$ cat config.mk
export PLATFORM = sky130hd
export DESIGN_NAME = sst_seq
export DESIGN_NICKNAME = d
export VERILOG_FILES = /design/src/rtl/sst_pkg.sv /design/src/rtl/sst_csum.sv /design/src/rtl/sst_seq.sv
export SDC_FILE = /design/constraint.sdc
export NUM_CORES = 1
export LEC_CHECK = 0
export ABC_CLOCK_PERIOD_IN_PS = 2990
export BUFFER_PORTS_ARGS = -buffer_cell sky130_fd_sc_hd__buf_2
export CELL_PAD_IN_SITES_DETAIL_PLACEMENT = 1
export CELL_PAD_IN_SITES_GLOBAL_PLACEMENT = 2
export CORE_MARGIN = 2
export CORE_UTILIZATION = 33
export CTS_CLUSTER_SIZE = 40
export DETAILED_ROUTE_END_ITERATION = 12
export HOLD_SLACK_MARGIN = 0.15
export PLACE_DENSITY_LB_ADDON = 0.1
export SYNTH_ARGS = -nofsm -noshare
export SYNTH_HDL_FRONTEND = slang
export SYNTH_SLANG_ARGS = --single-unit
$ cat constraint.sdc
create_clock -name clk -period 2.99 [get_ports clk]
set_input_delay 0.598 -clock clk [delete_from_list [all_inputs] [get_ports clk]]
set_output_delay 0.598 -clock clk [all_outputs]
set_load 0.01 [all_outputs]
$ cat src/rtl/sst_pkg.sv
// sst_pkg -- shared definitions for the save-state sequencer.
//   sst_state_t      : sequencer FSM state encoding
//   SST_MODE_SAVE/LOAD : values of the latched mode bit
//   SST_ADDR_*_DEF   : default save-state address bounds
//   sst_neg()        : two's complement of a byte (checksum trailer)
package sst_pkg;

    typedef enum logic [2:0] {
        ST_IDLE,
        ST_ARM,
        ST_SETTLE,
        ST_XFER,
        ST_WSTB,
        ST_NEXT,
        ST_CSUM,
        ST_DONE
    } sst_state_t;

    localparam logic SST_MODE_SAVE = 1'b0;
    localparam logic SST_MODE_LOAD = 1'b1;

    localparam logic [7:0] SST_ADDR_FIRST_DEF = 8'd0;
    localparam logic [7:0] SST_ADDR_LAST_DEF  = 8'd255;

    function automatic logic [7:0] sst_neg(input logic [7:0] b);
        return 8'(~b + 8'd1);
    endfunction

endpackage

$ cat src/rtl/sst_csum.sv
// sst_csum -- 8-bit running-sum accumulator (mod 256).
//   clk, rst : clock, asynchronous active-high reset
//   clr_i    : clear the sum to 0 (wins over add_i)
//   add_i    : add dat_i to the sum this clock
//   dat_i    : byte to accumulate
//   sum_o    : current sum
//   zero_o   : current sum is zero
module sst_csum (
    input  logic       clk,
    input  logic       rst,
    input  logic       clr_i,
    input  logic       add_i,
    input  logic [7:0] dat_i,
    output logic [7:0] sum_o,
    output logic       zero_o
);

    logic [7:0] sum_q, sum_d;

    always_comb begin
        sum_d = sum_q;
        if (clr_i) begin
            sum_d = '0;
        end else if (add_i) begin
            sum_d = sum_q + dat_i;
        end
    end

    always_ff @(posedge clk or posedge rst) begin
        if (rst) begin
            sum_q <= '0;
        end else begin
            sum_q <= sum_d;
        end
    end

    assign sum_o  = sum_q;
    assign zero_o = (sum_q == '0);

endmodule

$ cat src/rtl/sst_seq.sv
// sst_seq -- save-state sequencer (initiator of the mapper save-state bus).
// Walks ADDR_FIRST..ADDR_LAST; save mode reads each byte from the bus and
// streams it to the host, load mode takes host bytes and strobes them onto
// the bus.
// Optional feature macro: SST_CSUM_EN (adds a mod-256 checksum trailer byte,
// generated on save and verified on load).
// Ports:
//   clk, rst          : clock, asynchronous active-high reset
//   start, mode       : command pulse and its mode (0 save, 1 load)
//   abort             : level, returns to IDLE and flags err
//   busy, done, err   : status
//   sst_act           : bus active (responders freeze)
//   sst_we_reg        : one-cycle register write strobe
//   sst_addr, sst_dato: bus address / write data
//   sst_rdat          : combinational read data from responders
//   tx_data/valid/ready : save stream to host
//   rx_data/valid/ready : load stream from host
module sst_seq
    import sst_pkg::*;
#(
    parameter logic [7:0]  ADDR_FIRST = SST_ADDR_FIRST_DEF,
    parameter logic [7:0]  ADDR_LAST  = SST_ADDR_LAST_DEF,
    parameter int unsigned SETTLE_CYC = 2
) (
    input  logic       clk,
    input  logic       rst,
    input  logic       start,
    input  logic       mode,
    input  logic       abort,
    output logic       busy,
    output logic       done,
    output logic       err,
    output logic       sst_act,
    output logic       sst_we_reg,
    output logic [7:0] sst_addr,
    output logic [7:0] sst_dato,
    input  logic [7:0] sst_rdat,
    output logic [7:0] tx_data,
    output logic       tx_valid,
    input  logic       tx_ready,
    input  logic [7:0] rx_data,
    input  logic       rx_valid,
    output logic       rx_ready
);

    localparam logic [2:0] SETTLE_LD = 3'(SETTLE_CYC - 1);

    sst_state_t state_q, state_d;
    logic [7:0] addr_q, addr_d;
    logic [7:0] dato_q, dato_d;
    logic [7:0] txd_q, txd_d;
    logic [2:0] cnt_q, cnt_d;
    logic       mode_q, mode_d;
    logic       err_q, err_d;

    logic       tx_hs, rx_hs;

    assign tx_hs = tx_valid & tx_ready;
    assign rx_hs = rx_ready & rx_valid;

`ifdef SST_CSUM_EN
    logic [7:0] csum_sum;
    logic       csum_zero;
    logic       csum_clr;
    logic       csum_add;
    logic [7:0] csum_dat;
    logic       csum_fail;

    assign csum_clr  = (state_q == ST_IDLE) && start && !abort;
    assign csum_add  = tx_hs | rx_hs;
    assign csum_dat  = (mode_q == SST_MODE_LOAD) ? rx_data : txd_q;
    // Load trailer has been folded into the sum by the time DONE is reached.
    assign csum_fail = (state_q == ST_DONE) && (mode_q == SST_MODE_LOAD) && !csum_zero;

    sst_csum u_csum (
        .clk    (clk),
        .rst    (rst),
        .clr_i  (csum_clr),
        .add_i  (csum_add),
        .dat_i  (csum_dat),
        .sum_o  (csum_sum),
        .zero_o (csum_zero)
    );
`endif

    // State and datapath registers
    always_ff @(posedge clk or posedge rst) begin
        if (rst) begin
            state_q <= ST_IDLE;
            addr_q  <= '0;
            dato_q  <= '0;
            txd_q   <= '0;
            cnt_q   <= '0;
            mode_q  <= SST_MODE_SAVE;
            err_q   <= 1'b0;
        end else begin
            state_q <= state_d;
            addr_q  <= addr_d;
            dato_q  <= dato_d;
            txd_q   <= txd_d;
            cnt_q   <= cnt_d;
            mode_q  <= mode_d;
            err_q   <= err_d;
        end
    end

    // Next-state and datapath update
    always_comb begin
        state_d = state_q;
        addr_d  = addr_q;
        dato_d  = dato_q;
        txd_d   = txd_q;
        cnt_d   = cnt_q;
        mode_d  = mode_q;
        err_d   = err_q;

        if ((state_q != ST_IDLE) && abort) begin
            state_d = ST_IDLE;
            err_d   = 1'b1;
        end else begin
            case (state_q)
                ST_IDLE: begin
                    if (start && !abort) begin
                        mode_d  = mode;
                        err_d   = 1'b0;
                        addr_d  = ADDR_FIRST;
                        state_d = ST_ARM;
                    end
                end
                ST_ARM: begin
                    cnt_d   = SETTLE_LD;
                    state_d = (mode_q == SST_MODE_LOAD) ? ST_XFER : ST_SETTLE;
                end
                ST_SETTLE: begin
                    // Sample read data on the edge that leaves SETTLE so it is
                    // already registered and stable for the whole of XFER.
                    if (cnt_q == '0) begin
                        txd_d   = sst_rdat;
                        state_d = ST_XFER;
                    end else begin
                        cnt_d = cnt_q - 3'd1;
                    end
                end
                ST_XFER: begin
                    if (mode_q == SST_MODE_SAVE) begin
                        if (tx_hs) begin
                            state_d = ST_NEXT;
                        end
                    end else if (rx_hs) begin
                        dato_d  = rx_data;
                        state_d = ST_WSTB;
                    end
                end
                ST_WSTB: begin
                    state_d = ST_NEXT;
                end
                ST_NEXT: begin
                    // Compare before incrementing so ADDR_LAST=255 never wraps.
                    if (addr_q == ADDR_LAST) begin
`ifdef SST_CSUM_EN
                        txd_d   = sst_neg(csum_sum);
                        state_d = ST_CSUM;
`else
                        state_d = ST_DONE;
`endif
                    end else begin
                        addr_d  = addr_q + 8'd1;
                        cnt_d   = SETTLE_LD;
                        state_d = (mode_q == SST_MODE_LOAD) ? ST_XFER : ST_SETTLE;
                    end
                end
`ifdef SST_CSUM_EN
                ST_CSUM: begin
                    if (tx_hs || rx_hs) begin
                        state_d = ST_DONE;
                    end
                end
`endif
                ST_DONE: begin
`ifdef SST_CSUM_EN
                    if (csum_fail) begin
                        err_d = 1'b1;
                    end
`endif
                    state_d = ST_IDLE;
                end
                default: begin
                    state_d = ST_IDLE;
                end
            endcase
        end
    end

    // Outputs; stream handshakes are withdrawn combinationally on abort,
    // the write strobe is not.
    always_comb begin
        busy       = (state_q != ST_IDLE) && (state_q != ST_DONE);
        sst_act    = busy;
        done       = (state_q == ST_DONE) && !abort;
        sst_we_reg = (state_q == ST_WSTB);
        tx_valid   = !abort && (mode_q == SST_MODE_SAVE) &&
                     ((state_q == ST_XFER) || (state_q == ST_CSUM));
        rx_ready   = !abort && (mode_q == SST_MODE_LOAD) &&
                     ((state_q == ST_XFER) || (state_q == ST_CSUM));
        sst_addr   = (state_q == ST_IDLE) ? '0 : addr_q;
        sst_dato   = (state_q == ST_IDLE) ? '0 : dato_q;
        tx_data    = (state_q == ST_IDLE) ? '0 : txd_q;
`ifdef SST_CSUM_EN
        err        = err_q | csum_fail;
`else
        err        = err_q;
`endif
    end

endmodule

==> results.toml, run 1 <==
[clock_tree]
post_cts_buffers = 0
clk_transition_reported_paths_ps = 80
cts_tree = "done"
cts_max_level = 2
clock-sinks = 32
ctsResizeCount = 0
cts_made_buffers = 5
clock_path_buffers = 2
cts_hold_buf = 0
cts_root_buf = "clkbuf_8"
clk_latency_ps = 280

[detailed_routing]
drt-initial-drc-count = 40
firstDrtPassIters = 3
viasPerCell = 4.96
wl_per_cell_um = 14.9
vias = 1507
drc = 0
antenna_left = 0
wirelength_um = 4540

[sta]
tns_ps = 0
fin_crit_ps = 2320
hold_ws_ps = 397
setup_viol = 0
skew_ps = 8.38
fin_crit_sh_pct = 77.6
final-hold-violation-count = 0
tightest_slew_ps = 765
slew_viol_final = 0
max_freq_ghz = 0.431
slew_headroom_pct = 47.7
rsz0062_at_grt = "no"

[critical_path]
cp-start-kind = "flop"
end_kind = "flop"
critPathLaunch = "state_q[0]$_DFFE_PP0P_"
crit_path_max_fanout = 16
r2r_setup_slack_ps = 670
r2r-start = "state_q[0]$_DFFE_PP0P_"
worstPathRequired_ps = 3190
worst-endpoint-arrival_ps = 2520
critical_path_class = "flop to flop"

[synth]
synth_cells = 179
synth_edf_count = 0
ys_seq_elements = 32
yosys.area.top_type = "dfrtp_1"
yosysSeqAreaShare_pct = 45.1
synth_cell_types = 43
async_flop_share_pct = 100
synthesis.nets = 205
synth_area_um2 = 1770
syn_area_per_cell_um2 = 9.91
yosysWarningCount = 0
synthTopCellsByArea = "dfrtp_1 (45%), mux2_2 (11%), nor2b_1 (8.1%)"
synth_top_area_share_pct = 45.1
synth_flop_cell = "dfrtp_1"

[power_and_ir_drop]
leakagePower_nw = 1.07
ir_drop_mv = 0.393
p_per_area_nw_per_um2 = 751

[placement]
io_buffers = 53
placed_cell_area_um2 = 2120
gp_congestion = 0.797
dp_hpwl_um = 3510

[grt]
grt_max_degree = 33
grt_pass1_vias = 1535
overflow = 0
antenna_found_initial = 0
grt_first_pass_wirelength_um = 7490
grt.total_usage_pct = 15.8

[final_layout]
antennaDiodeCount = 0
drive_gt1_share_pct = 38.5
final_core_util_pct = 43.0
finalInstanceArea_um2 = 2210
area_growth_pct = 24.7
num-nets-final = 259
fill_cells = 622

[floorplanning]
fp-row-count = 26
die_y_um = 77.3
ios = 54
core-area_um2 = 5140
die_area_um2 = 5980
start_util_pct = 34.5
die_w_um = 77.3

[run]
cap_violations = 0

[run_status]
status = "finished clean"

[worst_hold_path]
min_path_type = "input pin to asynchronous set/reset pin"
[state kept, by name (all words and copies together), names as in the netlist]
register  flops
cnt_q         3
addr_q        8
mode_q        1
dato_q        8
err           1
state_q       3
txd_q         8
[path summary, 6_finish.rpt]
path / end / depth (start not counted)
max: addr_q[7]$_DFFE_PP0P_ / 4
min: txd_q[3]$_DFFE_PP0P_ / 3
max reg2reg: addr_q[7]$_DFFE_PP0P_ / 4
min reg2reg: txd_q[7]$_DFFE_PP0P_ / 1
max in group asynchronous: txd_q[2]$_DFFE_PP0P_ / 3
min in group clk: txd_q[7]$_DFFE_PP0P_ / 1
[layer usage]
metal	up-vias	share of wire (%)	GRT usage (%)
li1	737	-	-
met1	739	43	18.8
met2	26	54	28.8
met3	5	3.1	3.65
met4	0	0.75	3.21
met5	-	0	0
[Yosys cell counts, types with 2 or more instances]
cell	n
a21o_1	2
o41ai_1	2
dfrtp_1	32
and3_1	2
a21oi_1	8
mux2_2	18
o22ai_1	2
nand2_1	12
nor3_1	4
or4_1	3
o31ai_1	2
o21ai_0	2
nor2_1	11
xnor2_1	2
ha_1	3
or2_2	2
nand3b_1	2
a211oi_1	2
nor4_1	3
nor2b_1	23
nand3_1	4
inv_1	8
or3_1	2
nand4b_1	2
clkbuf_1	8
[critical path: stages (launching register included)]
cell and delay, ps:
dfrtp_1 570, or3b_1 450, a2111oi_0 730, and4_1 300, mux2i_1 190
[cells in the final DEF (no fill, tap or decap), drive strengths merged, types with 3 or more instances in the layout]
cell | Yosys | final
a21oi | 8 | 8
buf | 2 | 57
clkbuf | 8 | 5
dfrtp | 32 | 32
ha | 3 | 3
inv | 8 | 8
mux2 | 18 | 18
nand2 | 12 | 12
nand3 | 4 | 4
nor2 | 11 | 11
nor2b | 23 | 23
nor3 | 4 | 4
nor4 | 3 | 3
or4 | 3 | 3
[power breakdown]
part,total (mW),internal [mW],switching (mW)
Clock,0.338,0.165,0.173
Sequential,0.692,0.572,0.121
Combinational,0.631,0.304,0.326
Total,1.66,1.04,0.620
[area by class of cell]
cell class	count	area (µm²)	area share (%)
multi-input combinational	129	906	41.0
sequential	32	801	36.2
timing repair buffer	57	295	13.3
tap	70	87.6	3.96
clock buffer	5	68.8	3.11
inverter	8	30.0	1.36
clock inverter	3	23.8	1.07
[kinds of logic (layout without fill, tap and decap cells)]
family,Yosys count,count (layout),synth area share [%]
compound gates,26,26,9.94
fa+ha+maj,3,3,2.12
xor+xnor,2,2,0.987
simple gates,79,79,25.7
mux,19,19,12.0
flops,32,32,45.1
buf+inv,18,73,4.09
[through the flow]
stage / power (mW) / instances / setup slack (ps)
6_report: 1.66 / 304 / 670
5_1_grt: 1.78 / 304 / 411
4_1_cts: 1.69 / 304 / 646
3_5_place_dp: 1.35 / 296 / 554
3_3_place_gp: 1.31 / 296 / 648
2_1_floorplan: 1.11 / 179 / 888
(Power assumes the default switching activity.)
==> inputs of run 2 (changes only) <==
- ABC_AREA: unset -> 1
- ABC_CLOCK_PERIOD_IN_PS: 2990 -> 1900
- CORE_UTILIZATION: 33 -> 26
- clock period: 2.99 -> 1.9 ns (I/O delays scaled with it)
==> run 2 against run 1 <==
First-iteration DRC count grew 40%. Sequential cell count is the same. Critical endpoint is now sst_dato[2]. Clock power grew 120%. Sequential share of layout area shrank 4.0 points. Critical path depth grew 2. Clock skew shrank 1.5 ps. Die area grew 38%. Synthesized area grew 10%. Largest power group is now combinational logic. Wire length grew 18%. Final area grew 13%. Worst hold slack lost 210 ps. Worst setup slack lost 570 ps.
==> results.toml, run 2 <==
[run_status]
status = "finished clean"

[final_layout]
final_cells = 405
largestRegisters = "addr_q: 8 flops, dato_q: 8 flops, txd_q: 8 flops"
most-common-layout-cells = "buf_2 (53), nor2_1 (52), inv_1 (35)"
antennaDiodeCount = 0
drive_gt1_share_pct = 36.6
layout_commonest_cell = "buf_2"
area_growth_pct = 27.7
num-nets-final = 331
fill_cells = 926

[clock_tree]
clk_transition_reported_paths_ps = 70
clk_latency_ps = 280
cts_max_level = 2
clock-sinks = 32
cts_tree = "done"
cts_hold_buf = 0
clock_path_buffers = 2
cts_made_buffers = 5
cts_root_buf = "clkbuf_8"

[critical_path]
rr_worst_depth = 8
cp-start-kind = "flop"
worstPathRequired_ps = 1520
crit_path_max_fanout = 11
critical_path_class = "flop to output pin"
worst-endpoint-arrival_ps = 1420
end_kind = "output pin"

[power_and_ir_drop]
seqPwrFrac_pct = 27.6
power_switching_mw = 1.68
p_sw_share_pct = 43.4
leakagePower_nw = 1.26
ir_drop_mv = 0.464
clkPwrFrac_pct = 18.9
p_int_mw = 2.18
p_per_area_nw_per_um2 = 1550
combPwrFrac_pct = 53.4

[sta]
fin_crit_sh_pct = 94.5
skew_ps = 6.91
max_freq_ghz = 0.557
tightest_slew_ps = 446
final-hold-violation-count = 0
slew_viol_final = 0
slew_headroom_pct = 70.3
tns_ps = 0
setup_viol = 0
rsz0062_at_grt = "no"
fin_crit_ps = 1800

[detailed_routing]
viasPerCell = 4.27
wirelength_um = 5340
wl_per_cell_um = 13.2
drc = 0
drt-initial-drc-count = 56
firstDrtPassIters = 4
antenna_left = 0
vias = 1731

[grt]
met3_usage_pct = 3.76
grt_pass1_vias = 1836
grt.total_usage_pct = 13.3
top_usage_layer = "met2"
antenna_found_initial = 0
grt_max_degree = 33
overflow = 0
gr-usage-met1_pct = 17.3
use_met2_pct = 21.4
grt_first_pass_wirelength_um = 8830

[synth]
synth_edf_count = 0
synthesis.nets = 272
syn_area_per_cell_um2 = 7.94
synth_flop_cell = "dfrtp_1"
synth_cell_types = 30
synth_cells = 246
yosys.cell_count.top_type = "nor2_1"
ys_seq_elements = 32
yosysWarningCount = 0
async_flop_share_pct = 100
yosysSeqAreaShare_pct = 41.0
synth_area_um2 = 1950
synth_top_area_share_pct = 41.0
yosys.area.top_type = "dfrtp_1"
synthTopCellsByCount = "nor2_1 (52), inv_1 (35), nand2_1 (34), dfrtp_1 (32), a21oi_1 (13)"
synthTopCellsByArea = "dfrtp_1 (41%), nor2_1 (10%), inv_1 (6.7%)"

[floorplanning]
fp-row-count = 31
ios = 54
core-area_um2 = 7250
die_w_um = 90.7
die_y_um = 90.7
die_area_um2 = 8230
start_util_pct = 26.9

[placement]
gp_congestion = 0.785
dp_hpwl_um = 3890
dp_cells = 395
io_buffers = 53

[run]
cap_violations = 0

[worst_hold_path]
min_path_type = "input pin to asynchronous set/reset pin"
-- run 2: worst max-delay path, cell delays in order, from the launching register on --
cell and delay [ps]:
dfrtp_2 470, nor2_4 130, nand2_4 90, inv_6 100, clkbuf_16 170, nor2_1 40
buf_2 130
-- run 2: metrics by stage --
stage               area (µm²)  total power [mW]  setup WS, ps  utilization (%)  hold WS [ps]
floorplan                 1950              2.35           340                -           453
global placement          2320              3.00           120             31.9           475
detailed placement        2320              3.02           127             31.9           494
CTS                       2460              3.80          16.4             33.9           197
global route              2500              4.19          8.37             34.4           213
finish                    2500              3.86           105             34.4           182
-- run 2: logic make-up after synthesis --
kind of cell	synth area share, %
xor+xnor	1.34
buf+inv	11.5
compound gates	12.7
simple gates	31.5
fa+ha+maj	1.92
flops	41.0
-- run 2: power groups by stage --
| stage | Clock, mW | Sequential (mW) | Combinational, mW |
|---|---|---|---|
| 4_1_cts | 0.765 | 1.07 | 1.96 |
| 3_3_place_gp | 0 | 1.08 | 1.92 |
| 6_report | 0.731 | 1.07 | 2.06 |
| 2_1_floorplan | 0 | 1.04 | 1.30 |
| 3_5_place_dp | 0 | 1.09 | 1.93 |
| 5_1_grt | 0.786 | 1.10 | 2.31 |
-- run 2: worst paths after layout --
check	startpoint	to	slack (ps)
setup / recovery	state_q[1]$_DFFE_PP0P_	sst_dato[2]	100
hold / removal	rst	dato_q[4]$_DFFE_PP0P_	180
setup reg to reg	addr_q[0]$_DFFE_PP0P_	addr_q[3]$_DFFE_PP0P_	220
hold reg to reg	cnt_q[0]$_DFFE_PP0P_	cnt_q[0]$_DFFE_PP0P_	500
max in group asynchronous	rst	state_q[1]$_DFFE_PP0P_	1370
min in group clk	mode	mode_q$_DFFE_PP0P_	330
-- run 2: final cells by class --
class | count | area, µm² | area share [%]
clock buffers | 7 | 96.3 | 3.86
clock inverters | 1 | 30.0 | 1.20
inverters | 41 | 161 | 6.47
multi-input cells | 166 | 937 | 37.5
flip-flops and latches | 32 | 803 | 32.2
well taps | 99 | 124 | 4.96
repair buffers | 59 | 344 | 13.8
-- run 2: per-layer routing --
layer	wire length, µm	share of wire [%]
met5	0	0
met4	31	0.58
met3	254	4.8
met2	2480	47
met1	2570	48
-- run 2: repair_timing --
item	in CTS	in global routing
endpoints found under the setup margin	23	23
endpoints found under the hold margin	0	0
setup buffers	1	0
gates cloned	0	1
gates resized for setup	3	4
==> inputs of run 3 (changes only) <==
--- a/config.mk
+++ b/config.mk
@@ -13,5 +13,5 @@
 export CORE_MARGIN = 2
 export CORE_UTILIZATION = 26
-export CTS_CLUSTER_SIZE = 40
+export CTS_CLUSTER_SIZE = 30
 export DETAILED_ROUTE_END_ITERATION = 12
 export HOLD_SLACK_MARGIN = 0.15
==> constraint.sdc (replaced) <==
create_clock -name clk -period 1.9 [get_ports clk]
set_input_delay 0.19 -clock clk [delete_from_list [all_inputs] [get_ports clk]]
set_output_delay 0.19 -clock clk [all_outputs]
set_load 0.01 [all_outputs]
==> run 3 against run 2 <==
Count of clock-buffer cells in the layout shrank 1. Fmax is 3.0% higher. Via count is 3.8% higher. Clock skew is 2.2 ps lower. Sequential cell count stayed put. First-iteration DRC count fell by 54%. Final area rose by 0.25%. Cell count rose by 1.7%. Combinational power is 9% lower. Core utilization grew 0.086 points. Sequential share of layout area shrank 0.081 points. Register-to-register slack about the same. Largest power group unchanged.
==> results.toml, run 3 (synthesized netlist as in run 2, its figures left out) <==
[final_layout]
largestRegisters = "addr_q: 8 flops, dato_q: 8 flops, txd_q: 8 flops"
antennaDiodeCount = 0
drive_gt1_share_pct = 33.5
final_core_util_pct = 34.5
area_growth_pct = 28.0
finalInstanceArea_um2 = 2500
num-nets-final = 339
most-common-layout-cells = "buf_2 (53), nor2_1 (52), inv_1 (35)"
fill_cells = 910
layout_commonest_cell = "buf_2"

[placement]
dp_hpwl_um = 3820
io_buffers = 53
placed_cell_area_um2 = 2310
gp_congestion = 0.728

[power_and_ir_drop]
ir_drop_mv = 0.514
p_sw_share_pct = 46.1
power_switching_mw = 1.60
p_int_mw = 1.88
p_per_area_nw_per_um2 = 1390
seqPwrFrac_pct = 31.6
leakagePower_nw = 1.26
clkPwrFrac_pct = 14.3
combPwrFrac_pct = 54.1

[detailed_routing]
drc = 0
antenna_left = 0
wl_per_cell_um = 12.2
firstDrtPassIters = 4
wirelength_um = 5030
viasPerCell = 4.36
drt-initial-drc-count = 26
vias = 1796

[sta]
fin_crit_ps = 1740
skew_ps = 4.76
max_freq_ghz = 0.574
tightest_slew_ps = 436
slew_viol_final = 0
setup_viol = 0
hold_ws_ps = 159
fin_crit_sh_pct = 91.8
final-hold-violation-count = 0
rsz0062_at_grt = "no"
tns_ps = 0
slew_headroom_pct = 70.9

[grt]
grt.total_usage_pct = 13.2
antenna_found_initial = 0
grt_max_degree = 33
grt_first_pass_wirelength_um = 8830
overflow = 0
grt_pass1_vias = 1891

[floorplanning]
ios = 54
die_area_um2 = 8230
start_util_pct = 26.9
core-area_um2 = 7250
fp-row-count = 31
die_y_um = 90.7
die_w_um = 90.7

[critical_path]
worst-endpoint-arrival_ps = 1550
end_kind = "output pin"
crit_path_max_fanout = 14
critical_path_class = "flop to output pin"
crit_buf_inv = 3
cpLargestDelayFamily = "flip-flops"
worstPathRequired_ps = 1710
crit_slowest_cell = "dfrtp_2"
slowest_delay_ps = 490
cp-start-kind = "flop"
crit_path_cell_trace = "nor2_4, nand2_4, inv_4, buf_12, nor2_1, buf_2"

[clock_tree]
cts_tree = "done"
clk_transition_reported_paths_ps = 70
clk_latency_ps = 280
cts_max_level = 2
cts_made_buffers = 5
clock_path_buffers = 2
cts_root_buf = "clkbuf_8"
clock-sinks = 32

[run]
cap_violations = 0

[run_status]
status = "finished clean"

[worst_hold_path]
min_path_type = "input pin to flop"
==> run 3: repair_timing <==
action / CTS / global route
hold buffers: 11 / 0
endpoints found under the setup margin: 14 / 15
pin swaps: 0 / 0
hold endpoints to repair: 42 / 0
resized for setup: 1 / 2
setup buffers: 0 / 0
==> run 3: final cells by class <==
cell class | count | area [µm²] | share of cell area (%)
Timing Repair Buffer | 67 | 410 | 16.4
Inverter | 41 | 159 | 6.35
Multi-Input combinational cell | 166 | 928 | 37.1
Sequential cell | 32 | 803 | 32.1
Tap cell | 99 | 124 | 4.95
Clock buffer | 6 | 72.6 | 2.90
Clock inverter | 1 | 5.00 | 0.200
==> run 3: path summary, 6_finish.rpt <==
check	from	end	slack, ps	cells past startpoint
setup / recovery	state_q[0]$_DFFE_PP0P_	tx_data[0]	160	6
hold / removal	rx_data[2]	dato_q[2]$_DFFE_PP0P_	160	3
setup reg to reg	addr_q[0]$_DFFE_PP0P_	addr_q[2]$_DFFE_PP0P_	220	8
hold reg to reg	cnt_q[0]$_DFFE_PP0P_	cnt_q[0]$_DFFE_PP0P_	500	1
max in group asynchronous	rst	state_q[0]$_DFFE_PP0P_	1020	4
min in group asynchronous	rst	dato_q[4]$_DFFE_PP0P_	550	4
==> run 3: power by group through the flow <==
stage / Sequential, mW / Combinational [mW] / Clock (mW)
6_report: 1.10 / 1.88 / 0.499
2_1_floorplan: 1.04 / 1.30 / 0
3_5_place_dp: 1.12 / 1.90 / 0
4_1_cts: 1.10 / 1.94 / 0.538
5_1_grt: 1.13 / 2.12 / 0.558
3_3_place_gp: 1.10 / 1.90 / 0
==> run 3: per-stage QoR <==
step | instances | total power [mW] | setup slack, ps
final | 412 | 3.48 | 157
after global routing | 412 | 3.82 | 22.5
after CTS | 412 | 3.58 | 56.0
after detailed placement | 394 | 3.02 | 183
after global placement | 394 | 3.00 | 229
after floorplan | 246 | 2.35 | 457
==> run 3: tightest hold or removal path: cells and delay by family <==
| kind | cells | cell delay, ps |
|---|---|---|
| simple gates | 1 | 30 |
| buf+inv | 1 | 70 |
| compound gates | 1 | 100 |
==> run 3: metal layers <==
metal	share of wire, %	wire (µm)	GRT usage [%]
met4	0.96	48	3.85
met5	0	0	0
met3	4.6	231	3.51
met1	48	2410	16.8
met2	46	2340	22.0
